File: config.mk
export PLATFORM = sky130hd
export DESIGN_NAME = data_mem_ctrl
export DESIGN_NICKNAME = d
export VERILOG_FILES = /design/src/rtl/data_mem_ctrl.sv
export SDC_FILE = /design/constraint.sdc
export NUM_CORES = 2
export LEC_CHECK = 0
export ABC_CLOCK_PERIOD_IN_PS = 5000
export BUFFER_PORTS_ARGS = -buffer_cell sky130_fd_sc_hd__buf_2
export CELL_PAD_IN_SITES_DETAIL_PLACEMENT = 1
export CELL_PAD_IN_SITES_GLOBAL_PLACEMENT = 2
export CORE_MARGIN = 10
export CORE_UTILIZATION = 45
export DETAILED_ROUTE_END_ITERATION = 12
export PLACE_DENSITY_LB_ADDON = 0.1
export SYNTH_ARGS = -nofsm -noshare
export SYNTH_HDL_FRONTEND = slang
export SYNTH_SLANG_ARGS = --single-unit
File: constraint.sdc
create_clock -name Clock -period 5 [get_ports Clock]
set_input_delay 0.5 -clock Clock [delete_from_list [all_inputs] [get_ports Clock]]
set_output_delay 0.5 -clock Clock [all_outputs]
set_load 0.01 [all_outputs]
File: src/rtl/data_mem_ctrl.sv
// ---------------------------------------------------------------------------
// data_mem_ctrl
//   Data-side memory controller behind the processor's Memory1/Memory2 stages.
//   Serves one load or store at a time from an internal word-addressed RAM.
//   Each access takes LATENCY wait cycles. DataDone is held low while an
//   access is in flight so the pipeline stalls. The block also keeps
//   saturating load/store/stall counters and a sticky error flag.
//
// Ports
//   Clock       in   clock; all state changes on posedge
//   Reset       in   synchronous, active-high; RAM contents are not cleared
//   DataAddr    in   request word address
//   DataOut     in   store data from the processor
//   ReadData    in   load request
//   WriteData   in   store request (when both requests are high, a store wins)
//   DataIn      out  load data; holds until the next load completes
//   DataDone    out  1 = idle or completing, 0 = stall the pipeline
//   ErrFlag     out  sticky: out-of-range address or both requests high
//   RdCount     out  completed loads, saturating
//   WrCount     out  completed stores, saturating
//   StallCount  out  cycles spent with DataDone low, saturating
// ---------------------------------------------------------------------------
module data_mem_ctrl #(
    parameter int WORD_SIZE = 16,
    parameter int DEPTH     = 256,
    parameter int LATENCY   = 2,
    parameter int CNT_BITS  = 16
) (
    input  logic                 Clock,
    input  logic                 Reset,
    input  logic [WORD_SIZE-1:0] DataAddr,
    input  logic [WORD_SIZE-1:0] DataOut,
    input  logic                 ReadData,
    input  logic                 WriteData,
    output logic [WORD_SIZE-1:0] DataIn,
    output logic                 DataDone,
    output logic                 ErrFlag,
    output logic [CNT_BITS-1:0]  RdCount,
    output logic [CNT_BITS-1:0]  WrCount,
    output logic [CNT_BITS-1:0]  StallCount
);

    localparam int                 AW      = (DEPTH > 1) ? $clog2(DEPTH) : 1;
    localparam logic [3:0]         LAT     = 4'(LATENCY);
    localparam logic [WORD_SIZE:0] DEPTH_W = (WORD_SIZE+1)'(DEPTH);

    typedef enum logic [1:0] {IDLE, BUSY, RESP} state_t;

    state_t               state_q;
    logic [3:0]           wait_q;
    logic [WORD_SIZE-1:0] addr_q;
    logic [WORD_SIZE-1:0] wdata_q;
    logic                 wr_q;

    logic [WORD_SIZE-1:0] mem [DEPTH];

    logic                 accept;
    logic                 req_in_range;
    logic                 perf;
    logic [WORD_SIZE-1:0] p_addr;
    logic [WORD_SIZE-1:0] p_data;
    logic                 p_wr;
    logic                 p_in_range;
    logic [WORD_SIZE-1:0] rdata;

    function automatic logic [CNT_BITS-1:0] sat_inc(input logic [CNT_BITS-1:0] c);
        return (c == '1) ? c : c + CNT_BITS'(1);
    endfunction

    // Requests are sampled only when no access is in flight. While BUSY the
    // processor holds the same request, so it has to be ignored.
    assign accept       = (state_q != BUSY) && (ReadData || WriteData);
    assign req_in_range = {1'b0, DataAddr} < DEPTH_W;

    // This selects the access performed at the coming edge. With zero latency
    // it is the request being accepted right now. Otherwise it is the latched
    // request finishing its last BUSY cycle.
    always_comb begin
        perf   = 1'b0;
        p_addr = addr_q;
        p_data = wdata_q;
        p_wr   = wr_q;
        if (LATENCY == 0) begin
            perf   = accept;
            p_addr = DataAddr;
            p_data = DataOut;
            p_wr   = WriteData;
        end else begin
            perf = (state_q == BUSY) && (wait_q == 4'd1);
        end
    end

    assign p_in_range = {1'b0, p_addr} < DEPTH_W;
    assign rdata      = p_in_range ? mem[p_addr[AW-1:0]] : '0;

    // The RAM is not reset. A store that completes on a reset edge is dropped.
    always_ff @(posedge Clock) begin
        if (!Reset && perf && p_wr && p_in_range)
            mem[p_addr[AW-1:0]] <= p_data;
    end

    always_ff @(posedge Clock) begin
        if (Reset) begin
            state_q    <= IDLE;
            wait_q     <= '0;
            addr_q     <= '0;
            wdata_q    <= '0;
            wr_q       <= 1'b0;
            DataDone   <= 1'b1;
            DataIn     <= '0;
            ErrFlag    <= 1'b0;
            RdCount    <= '0;
            WrCount    <= '0;
            StallCount <= '0;
        end else begin
            if (accept) begin
                addr_q  <= DataAddr;
                wdata_q <= DataOut;
                wr_q    <= WriteData;
                if (!req_in_range || (ReadData && WriteData))
                    ErrFlag <= 1'b1;
            end

            case (state_q)
                IDLE, RESP: begin
                    if (accept && LATENCY == 0) begin
                        state_q  <= RESP;
                        DataDone <= 1'b1;
                    end else if (accept) begin
                        state_q  <= BUSY;
                        DataDone <= 1'b0;
                        wait_q   <= LAT;
                    end else begin
                        state_q  <= IDLE;
                        DataDone <= 1'b1;
                    end
                end
                BUSY: begin
                    StallCount <= sat_inc(StallCount);
                    if (wait_q == 4'd1) begin
                        state_q  <= RESP;
                        DataDone <= 1'b1;
                    end else begin
                        wait_q <= wait_q - 4'd1;
                    end
                end
                default: begin
                    state_q  <= IDLE;
                    DataDone <= 1'b1;
                end
            endcase

            if (perf) begin
                if (p_wr) begin
                    WrCount <= sat_inc(WrCount);
                end else begin
                    RdCount <= sat_inc(RdCount);
                    DataIn  <= rdata;
                end
            end
        end
    end

endmodule
==> impl_metrics.env <==
export IMPL_status="finished, violations left"
export IMPL_violations="max-capacitance violations, max-slew violations, negative setup slack"
export IMPL_relSlewSlack_pct=-3.58
export IMPL_initial_core_util_pct=45.3
export IMPL_stdcell_count=13500
export IMPL_synth_xor_area_share_pct=0.212
export IMPL_overflow=0
export IMPL_placedCellCount=12600
export IMPL_crit_fanout=65
export IMPL_crit_type="reg -> reg"
export IMPL_hold_path_class="in -> reg"
export IMPL_drive_gt1_share_pct=29.2
export IMPL_fp_dieW_um=619
export IMPL_drt_iter0_drc=11000
export IMPL_rsz0062_at_grt="no"
export IMPL_critPathTopFamily="compound AO/OA/AOI/OAI gates"
export IMPL_end_kind="register"
export IMPL_hold_violations=0
export IMPL_tritoncts="yes"
export IMPL_ys_warn_count=0
export IMPL_critPathArrivalTime_ns=5.88
export IMPL_antenna_found_initial=46
export IMPL_synth_top_family_by_area="multiplexers"
export IMPL_cts_buffer_depth=4
export IMPL_htree_levels=5
export IMPL_yosysTopAreaCell="edfxtp_1"
export IMPL_grt_pass1_vias=85500
export IMPL_crit_path_cell_trace="buf_12, mux4_2, a22oi_1, a21oi_1, nor4_2, a2111oi_1, a22o_1"
export IMPL_synthMuxAreaShare_pct=14.7
export IMPL_core_mm2=0.356
export IMPL_postCtsSetupBuffers=0
export IMPL_crit_path_max_incr_delay_ns=1.25
export IMPL_wl_per_cell_um=38.1
export IMPL_avgSynthCellArea_um2=21.4
export IMPL_viasPerCell=6.22
export IMPL_root_buffer="clkbuf_16"
export IMPL_antenna_left=0
export IMPL_setup_slack_ns=-0.0111
export IMPL_synth_top_cell_area_share_pct=76.3
export IMPL_cts_made_buffers=442
export IMPL_ir_worst_vdd_uv=333
export IMPL_synth_area_leaders="edfxtp_1, mux4_2, dfxtp_1, mux2i_1, a22oi_1"
export IMPL_required_ns=5.87
export IMPL_routed_wl_um=513000
export IMPL_finalSetupViolations=1
export IMPL_slew_violations=4
export IMPL_synth_compound_area_share_pct=3.05
export IMPL_vias=83700
export IMPL_finalPower_mw=77.2
export IMPL_synth_seq_cells=4209
export IMPL_track_usage_pct=26.4
export IMPL_fin_crit_ns=5.01
export IMPL_grt_pass1_wl_um=710000
export IMPL_fp_dieH_um=619
export IMPL_portBuffers=101
export IMPL_detailed_place_hpwl_um=323000
export IMPL_yosysUniqueCellTypes=81
export IMPL_period_share_pct=100
export IMPL_critPathSlowestCell="nor4_2"
export IMPL_tightestPinTransition_ns=1.54
export IMPL_synth_simple_area_share_pct=2.80
export IMPL_insertion_delay_ns=1.00
export IMPL_fmax_ghz=0.200
export IMPL_leakagePower_nw=59.1
export IMPL_die_area_mm2=0.383
export IMPL_syn_to_final_growth_pct=15.6
export IMPL_drc=0
export IMPL_grt_max_degree=173
export IMPL_dr_pass1_iters=5
export IMPL_synth_nets=7579
export IMPL_cp_start_kind="register"
export IMPL_boundaryPins=102
export IMPL_p_per_area_mw_per_mm2=414
export IMPL_synth_fa_ha_area_share_pct=0.0388
export IMPL_seq_area_frac_synth_pct=77.7
export IMPL_cts_sinks=4209
export IMPL_synthCells=7538
export IMPL_clk_pin_slew_ns=0.06
export IMPL_place_congestion=0.852
export IMPL_finalClockSkew_ns=0.0617
export IMPL_pre_cts_slack_ns=-0.0596
export IMPL_drv_cap=2
export IMPL_synth_edf_count=4096
export IMPL_synth_area_mm2=0.161
export IMPL_synth_async_reset_ratio_pct=0
export IMPL_final_nets=8362
export IMPL_path_buf_inv=1
export IMPL_setup_tns_ns=-0.0111
export IMPL_synthFlopType="edfxtp_1"
export IMPL_fp_row_count=219
[flip-flops by register name, summed over array words and instances (netlist names), named ones only]
signal and cells:
DataDone 1, DataIn 16, ErrFlag 1, RdCount 16, StallCount 16, WrCount 16, addr_q 16, mem 4096
p_data 16, p_wr 1, state_q 2, wait_q 4
[layer usage]
| layer | part of all wire, % | GRT usage [%] | wire [um] | vias up |
|---|---|---|---|---|
| li1 | - | - | - | 33400 |
| met1 | 41 | 37.8 | 210000 | 46000 |
| met2 | 47 | 41.8 | 242000 | 3693 |
| met3 | 8.2 | 4.53 | 42000 | 705 |
| met4 | 3.7 | 8.49 | 18800 | 16 |
| met5 | 0.020 | 0 | 104 | - |
[kinds of logic (layout without fill, tap and decap cells)]
logic type | Yosys count | count (layout)
mux | 1166 | 1166
simple gates | 968 | 968
compound gates | 702 | 702
buf+inv | 449 | 1610
xor+xnor | 39 | 39
fa+ha+maj | 5 | 5
flops | 4209 | 4209
other cells | 0 | 7
[placed cells by master (no fill, tap or decap), types with 90 or more instances in the layout]
cell and n:
mux4_2 954, a21oi_1 98, edfxtp_1 4096, buf_2 102, a22oi_1 222, nor2_1 227
clkinv_2 102, nor2_2 129, dfxtp_1 90, nand2_1 222, nand3_1 97, clkbuf_16 449
mux2i_1 203, o22ai_1 125, clkbuf_1 94, buf_4 546
[report_power, final]
group | total (mW) | internal (mW) | switching (mW)
clock | 32.7 | 18.7 | 13.9
combinational | 5.18 | 1.72 | 3.46
sequential | 39.3 | 39.0 | 0.315
total | 77.2 | 59.4 | 17.7
[synthesized netlist by cell type (all sizes together) (22+ instances only)]
cell,count
a31oi,25
nor2b,26
a221oi,22
mux2i,203
edfxtp,4096
mux4,954
a21oi,98
nor4,26
a22oi,222
a211oi,34
dfxtp,113
o21ai,48
buf,274
nor2,359
clkbuf,154
o22ai,125
nor3,53
nand4,39
nand3,103
nand2,231
xnor2,29
[area by class of cell]
cell class | count | area [um^2]
inverters | 21 | 81.3
multi-input cells | 2880 | 34000
diodes | 7 | 17.5
repair buffers | 767 | 6530
clock inverters | 261 | 2480
clock buffers | 561 | 11800
fillers | 31000 | 170000
well taps | 4751 | 5940
flip-flops and latches | 4209 | 125000
[final timing paths]
kind | from | to | slack, ns | cells past startpoint
setup / recovery | register | DataIn[1] | -0.01 | 7
hold / removal | DataAddr[6] | addr_q[6] | 0.14 | 3
setup reg to reg | register | DataIn[1] | -0.01 | 7
hold reg to reg | ErrFlag | ErrFlag | 0.49 | 2
[worst reg2reg max path: cells and delay by family, from the launching register on]
| kind | cells | cell delay (ns) |
|---|---|---|
| and+or+nand+nor | 1 | 1.25 |
| AOI/OAI and AO/OA | 4 | 1.53 |
| muxes | 1 | 0.44 |
| buffers and inverters | 1 | 0.51 |
| DFF | 1 | 1.18 |
[metrics by stage]
step,utilization (%),hold WS [ns],instance area [um^2]
6_report,52.3,0.137,186000
5_1_grt,52.3,0.148,186000
4_1_cts,52.3,0.00124,186000
3_5_place_dp,48.1,0.449,171000
3_3_place_gp,48.1,0.448,171000
2_1_floorplan,-,0.436,161000
[repair_timing]
item | in CTS | in global routing
hold buffers | 46 | 0
resized for setup | 1 | 1
setup endpoints to repair | 1 | 1
hold endpoints to repair | 38 | 0
Power figures use the tool's default switching activity.
